### src/rtl/sr_latch_bank_arbiter.sv
// Two-requester arbiter that sequences safe S/R/enable writes into a
// bank of gated SR NOR latches and verifies the stored value.
module sr_latch_bank_arbiter #(
  parameter int N_LATCH    = 4,
  parameter int IDX_W      = 2,
  parameter int SETTLE_CYC = 2
) (
  input  logic               CLK,
  input  logic               RST,
  input  logic               REQ_A,
  input  logic [IDX_W-1:0]   IDX_A,
  input  logic               VAL_A,
  input  logic               REQ_B,
  input  logic [IDX_W-1:0]   IDX_B,
  input  logic               VAL_B,
  output logic               ACK_A,
  output logic               ACK_B,
  output logic               ERR,
  output logic               BUSY,
  output logic [N_LATCH-1:0] S_OUT,
  output logic [N_LATCH-1:0] R_OUT,
  output logic [N_LATCH-1:0] EN_OUT,
  input  logic [N_LATCH-1:0] Q_IN
);

  localparam logic [2:0] IDLE   = 3'd0;
  localparam logic [2:0] SETUP  = 3'd1;
  localparam logic [2:0] STROBE = 3'd2;
  localparam logic [2:0] HOLD   = 3'd3;
  localparam logic [2:0] VERIFY = 3'd4;
  localparam logic [2:0] DONE   = 3'd5;

  localparam int CW = (SETTLE_CYC > 1) ? $clog2(SETTLE_CYC) : 1;
  localparam logic [CW-1:0] CNT_LAST = CW'(SETTLE_CYC - 1);

  logic [2:0]         state_q, state_d;
  logic [IDX_W-1:0]   idx_q, idx_d;
  logic               val_q, val_d;
  logic               sel_b_q, sel_b_d;
  logic               last_b_q, last_b_d;
  logic [CW-1:0]      cnt_q, cnt_d;
  logic [N_LATCH-1:0] s_q, s_d;
  logic [N_LATCH-1:0] r_q, r_d;
  logic [N_LATCH-1:0] en_q, en_d;
  logic               ack_a_q, ack_a_d;
  logic               ack_b_q, ack_b_d;
  logic               err_q, err_d;
  logic               busy_q, busy_d;

  logic               gnt_b;
  logic [IDX_W-1:0]   nidx;
  logic               nval;
  logic               bad;
  logic [N_LATCH-1:0] nsel;
  logic [N_LATCH-1:0] csel;
  logic               mismatch;

  function automatic logic [N_LATCH-1:0] dec(input logic [IDX_W-1:0] i);
    logic [N_LATCH-1:0] o;
    o = '0;
    for (int k = 0; k < N_LATCH; k++) begin
      if (IDX_W'(k) == i) o[k] = 1'b1;
    end
    return o;
  endfunction

  // With both requests pending, the side not served last wins.
  assign gnt_b    = REQ_B & (~REQ_A | ~last_b_q);
  assign nidx     = gnt_b ? IDX_B : IDX_A;
  assign nval     = gnt_b ? VAL_B : VAL_A;
  assign bad      = {{(32-IDX_W){1'b0}}, nidx} >= 32'(N_LATCH);
  assign nsel     = dec(nidx);
  assign csel     = dec(idx_q);
  assign mismatch = (|(Q_IN & csel)) != val_q;

  always_comb begin
    state_d  = state_q;
    idx_d    = idx_q;
    val_d    = val_q;
    sel_b_d  = sel_b_q;
    last_b_d = last_b_q;
    cnt_d    = cnt_q;
    s_d      = s_q;
    r_d      = r_q;
    en_d     = '0;
    ack_a_d  = 1'b0;
    ack_b_d  = 1'b0;
    err_d    = 1'b0;
    unique case (state_q)
      IDLE: begin
        if (REQ_A | REQ_B) begin
          idx_d   = nidx;
          val_d   = nval;
          sel_b_d = gnt_b;
          if (bad) begin
            state_d = DONE;
            ack_a_d = ~gnt_b;
            ack_b_d = gnt_b;
            err_d   = 1'b1;
          end else begin
            state_d = SETUP;
            s_d     = nval ? nsel : '0;
            r_d     = nval ? '0 : nsel;
          end
        end
      end
      SETUP: begin
        state_d = STROBE;
        en_d    = csel;
      end
      STROBE: state_d = HOLD;
      HOLD: begin
        state_d = VERIFY;
        s_d     = '0;
        r_d     = '0;
        cnt_d   = '0;
      end
      VERIFY: begin
        if (cnt_q == CNT_LAST) begin
          state_d = DONE;
          ack_a_d = ~sel_b_q;
          ack_b_d = sel_b_q;
          err_d   = mismatch;
        end else begin
          cnt_d = cnt_q + 1'b1;
        end
      end
      DONE: begin
        state_d  = IDLE;
        last_b_d = sel_b_q;
      end
      default: state_d = IDLE;
    endcase
    busy_d = state_d != IDLE;
  end

  always_ff @(posedge CLK) begin
    if (RST) begin
      state_q  <= IDLE;
      idx_q    <= '0;
      val_q    <= 1'b0;
      sel_b_q  <= 1'b0;
      last_b_q <= 1'b1;
      cnt_q    <= '0;
      s_q      <= '0;
      r_q      <= '0;
      en_q     <= '0;
      ack_a_q  <= 1'b0;
      ack_b_q  <= 1'b0;
      err_q    <= 1'b0;
      busy_q   <= 1'b0;
    end else begin
      state_q  <= state_d;
      idx_q    <= idx_d;
      val_q    <= val_d;
      sel_b_q  <= sel_b_d;
      last_b_q <= last_b_d;
      cnt_q    <= cnt_d;
      s_q      <= s_d;
      r_q      <= r_d;
      en_q     <= en_d;
      ack_a_q  <= ack_a_d;
      ack_b_q  <= ack_b_d;
      err_q    <= err_d;
      busy_q   <= busy_d;
    end
  end

  assign S_OUT  = s_q;
  assign R_OUT  = r_q;
  assign EN_OUT = en_q;
  assign ACK_A  = ack_a_q;
  assign ACK_B  = ack_b_q;
  assign ERR    = err_q;
  assign BUSY   = busy_q;

endmodule
### config.mk
export PLATFORM = sky130hd
export DESIGN_NAME = sr_latch_bank_arbiter
export DESIGN_NICKNAME = d
export VERILOG_FILES = /design/src/rtl/sr_latch_bank_arbiter.sv
export SDC_FILE = /design/constraint.sdc
export NUM_CORES = 1
export LEC_CHECK = 0
export ABC_AREA = 1
export CAP_MARGIN = 5
export CORE_MARGIN = 4
export CORE_UTILIZATION = 46
export DETAILED_ROUTE_END_ITERATION = 6
export GPL_TIMING_DRIVEN = 0
export PLACE_DENSITY = 0.77
export SKIP_LAST_GASP = 1
export SYNTH_ARGS = -nofsm -noshare
export SYNTH_HDL_FRONTEND = slang
export SYNTH_SLANG_ARGS = --single-unit
### constraint.sdc
create_clock -name CLK -period 1.3 [get_ports CLK]
set_clock_uncertainty 0.15 [all_clocks]
set_input_delay 0.26 -clock CLK [delete_from_list [all_inputs] [get_ports CLK]]
set_output_delay 0.26 -clock CLK [all_outputs]
set_load 0.03 [all_outputs]
==> tab_implementation.tex <==
\begin{tabular}{lr}
\hline
Metric & Value \\
\hline
\multicolumn{2}{l}{\textbf{STA}} \\
\quad Crit path time final & 1310 ps \\
\quad Upper clock frequency limit & 0.765 GHz \\
\quad Pins Over Slew Limit & 0 \\
\quad Setup WS post-layout & -7.32 ps \\
\quad Unrepaired setup endpoints after global routing & true \\
\quad Hold Worst Slack & 230 ps \\
\quad Fin. Hold Viols & 0 \\
\quad Max-slew headroom at the worst pin & 62.7\% \\
\quad Final clock period utilization by the worst path & 101\% \\
\quad Final setup fails & 2 \\
\quad Actual transition at the worst max-transition pin & 559 ps \\
\multicolumn{2}{l}{\textbf{Routing}} \\
\quad Number of DRC markers after the initial detailed-route iteration & 32 \\
\quad First-pass iteration count of the detailed router & 4 \\
\quad Average wire per cell in the routed design & 12.2 um \\
\quad WL final & 2.54 mm \\
\quad Via/cell ratio & 5.14 \\
\quad Antenna violation net count after detailed routing & 0 \\
\quad Via total after detailed routing & around 1.1k \\
\quad DRC errors left & 0 \\
\multicolumn{2}{l}{\textbf{Floorplan}} \\
\quad Number of top-level pins & 30 \\
\quad Die outline width & 56.0 um \\
\quad Die Area & 3130 sq um \\
\quad Starting Density & roughly 48\% \\
\quad Chip Height & 56.0 um \\
\quad Core Footprint & 2190 sq um \\
\quad Number of standard-cell rows in the floorplan & 17 \\
\multicolumn{2}{l}{\textbf{Final layout}} \\
\quad Growth of design area from synthesis to finish & 37.8\% \\
\quad Number of antenna cells inserted & 0 \\
\quad Finished Cell Area & approximately 1500 sq um \\
\quad Count of fill cells added during filler insertion & 190 \\
\quad NumNets Final & 194 \\
\quad Ratio of cells with drive above 1 in the final layout & roughly 36\% \\
\multicolumn{2}{l}{\textbf{Global route}} \\
\quad Vias in the first global route & 965 \\
\quad Total gr overflow & 0 \\
\quad Wire length of the first global-routing pass & 4.13 mm \\
\quad Maximum number of pins on one net before global-route repair & 14 \\
\quad All-layer global routing usage & 16.1\% \\
\quad Number of antenna violations at the first check in global routing & 0 \\
\multicolumn{2}{l}{\textbf{Synthesis}} \\
\quad Top cell type's share of synthesized area & 47.3\% \\
\quad Syn nets & 155 \\
\quad Count of warnings emitted by yosys & 0 \\
\quad Post-synth top cells & 36 x sky130\_fd\_sc\_hd\_\_nand2\_1, 25 x sky130\_fd\_sc\_hd\_\_dfxtp\_1, 14 x sky130\_fd\_sc\_hd\_\_a21oi\_1 \\
\quad Most repeated cell in the gate-level netlist after synthesis & sky130\_fd\_sc\_hd\_\_nand2\_1 \\
\quad Avg Inst Size Synth & 7.51 sq um \\
\quad Synth Cell Area & between 1000 and 1500 sq um \\
\quad Top flip-flop cell by instance count after synthesis & sky130\_fd\_sc\_hd\_\_dfxtp\_1 \\
\quad Number of enable flip-flop cells after synthesis & 0 \\
\quad Number of different library cells in the post-synthesis netlist & 21 \\
\quad Share of flip-flops with an asynchronous set or reset after synthesis & 0\% \\
\quad Dominant cell type by area after synthesis & sky130\_fd\_sc\_hd\_\_dfxtp\_1 \\
\quad Post-synthesis sequential element count & 25 \\
\quad Most area-consuming cells after synthesis & sky130\_fd\_sc\_hd\_\_dfxtp\_1 47\%, sky130\_fd\_sc\_hd\_\_nand2\_1 13\%, sky130\_fd\_sc\_hd\_\_a21oi\_1 6.6\% \\
\quad Post-Syn Instances & 141 \\
\quad Portion of the post-synthesis area used by sequential elements & 47.3\% \\
\multicolumn{2}{l}{\textbf{Clocking}} \\
\quad Skew-Pair Late Insertion Delay & around 310 ps \\
\quad Root buffer cell & sky130\_fd\_sc\_hd\_\_clkbuf\_4 \\
\quad Reg clk slew, reported paths & 130 ps \\
\quad Number of clock sinks & 25 \\
\quad Maximum root-to-sink buffer count & 2 \\
\quad Level count of the clock H-tree & 1 \\
\quad Number of buffers created by CTS & 3 \\
\quad CTS tree & done \\
\multicolumn{2}{l}{\textbf{Power}} \\
\quad Sw Share & 35.0\% \\
\quad Largest voltage drop on the vdd net & 0.686 mV \\
\quad Pwr dens & about 1200 nW/um\^{}2 \\
\quad Int Power & between 0.001 and 0.0015 W \\
\quad Switching power total & around 0.00063 W \\
\quad Total leakage power & 0.647 nW \\
\quad Combinational fraction of design power & 31.2\% \\
\quad Clock network fraction of design power & 18.7\% \\
\quad Sequential group share of total power & 50.1\% \\
\multicolumn{2}{l}{\textbf{Critical path}} \\
\quad Startpoint class of the critical path & input port \\
\quad CP endpoint kind & flop \\
\quad Endpoint of the lowest-slack register-to-register path & idx\_q[0] \\
\quad WP data required & 1340 ps \\
\quad Setup Crit Path Kind & in2reg \\
\quad Startpoint of the most critical setup path & RST \\
\quad Startpoint of the lowest-slack register-to-register path & state\_q[1] \\
\quad Crit path max fanout & 10 \\
\quad Worst Path Arrival & about 1300 ps \\
\quad Worst Reg-to-Reg Cells & 5 \\
\quad Worst setup slack for register-to-register paths & 10 ps \\
\quad Critical path capture point & state\_q[1] \\
\multicolumn{2}{l}{\textbf{Placed design}} \\
\quad Weighted congestion at the end of routability-driven global placement & 0.834 \\
\quad DP HPWL & 1.81 mm \\
\quad Port Buf Inserts & 28 \\
\quad Instance area at placement & 1370 sq um \\
\multicolumn{2}{l}{\textbf{Status}} \\
\quad Violations in the final reports & negative setup slack \\
\quad Result of the run & finished, violations left \\
\multicolumn{2}{l}{\textbf{Run}} \\
\quad Count of max-cap constraint violations & 0 \\
\multicolumn{2}{l}{\textbf{Min path}} \\
\quad Worst min path class & in2reg \\
\hline
\end{tabular}
==> registers in the layout, indices dropped and copies added, names as in the netlist, 2 cells and up <==
| signal | count |
|---|---|
| EN_OUT | 4 |
| R_OUT | 4 |
| state_q | 3 |
| S_OUT | 4 |
| idx_q | 2 |
==> worst min path at each step <==
stage | start | end | slack, ps | cells past startpoint
after floorplan | RST | S_OUT[0] | 170 | 1
after global placement | S_OUT[2] | S_OUT[2] | 300 | 2
after detailed placement | sel_b_q | ACK_A | 300 | 1
after CTS | REQ_B | sel_b_q | 220 | 4
after global routing | REQ_B | sel_b_q | 250 | 4
final | REQ_B | sel_b_q | 230 | 4
==> critical path, stage by stage <==
cell                              delay [ps]
sky130_fd_sc_hd__clkdlybuf4s50_1         530
sky130_fd_sc_hd__buf_1                   460
sky130_fd_sc_hd__a21oi_1                  80
==> power groups by stage <==
| stage | clock [W] | sequential [W] | combinational, W |
|---|---|---|---|
| 3_3_place_gp | 0 | 0.000910 | 0.000489 |
| 5_1_grt | 0.000376 | 0.000919 | 0.000621 |
| 4_1_cts | 0.000346 | 0.000902 | 0.000501 |
| 2_1_floorplan | 0 | 0.000962 | 0.000285 |
| 3_5_place_dp | 0 | 0.000915 | 0.000503 |
| 6_report | 0.000340 | 0.000908 | 0.000565 |
==> final cells by class <==
| type | count | area, sq um | share of cell area, % |
|---|---|---|---|
| tap | 28 | 35.0 | 2.40 |
| multi-input combinational | 97 | 541 | 37.0 |
| clock buffer | 4 | 26.3 | 1.80 |
| sequential | 25 | 518 | 35.5 |
| inverter | 17 | 66.3 | 4.55 |
| timing repair buffer | 34 | 262 | 17.9 |
| buffer | 2 | 11.3 | 0.772 |
==> metal layers <==
metal  vias up  part of all wire, %  GRT usage (%)
met5         -                    0              0
li1        540                    -              -
met3         6                  7.8           4.18
met2        53                   50           27.2
met1       465                   41           19.4
met4         0                  1.6           6.10
==> cell usage in the layout, fill, tap and decap left out, drive strengths merged <==
cell type	Yosys	layout
a21oi	15	15
buf	1	17
clkbuf	1	11
clkdlybuf4s50	0	11
dfxtp	25	25
dlygate4sd2	0	1
inv	17	17
nand2	40	40
nand3	14	14
nand3b	2	2
nand4	3	3
nor2	12	12
nor3	4	4
o21ai	5	5
o21bai	1	1
o31ai	1	1
==> through the flow <==
step,worst slack [ps],power (W),instances,utilization [%],TNS (ps)
final,-7.32,0.00181,207,66.6,-13.7
after global routing,-60.2,0.00192,207,66.6,-538
after global placement,-365,0.00140,197,62.7,-7130
after CTS,-6.14,0.00175,204,62.3,-9.36
after floorplan,104,0.00125,141,-,0
after detailed placement,-433,0.00142,197,62.7,-8050
==> kinds of logic (layout without fill, tap and decap cells) <==
| kind of cell | count (synthesis) | count (layout) | synth area share, % |
|---|---|---|---|
| buf+inv | 19 | 57 | 7.33 |
| flops | 25 | 25 | 47.3 |
| compound gates | 22 | 22 | 11.2 |
| simple gates | 75 | 75 | 34.2 |
==> timing repair <==
action | CTS | global route
setup endpoints to repair | 25 | 22
resized for setup | 90 | 31
gates cloned | 0 | 0
hold buffers | 0 | 0
pin swaps | 3 | 11
buffers inserted | 3 | 3
No activity file was read; power rests on OpenSTA's default activity.
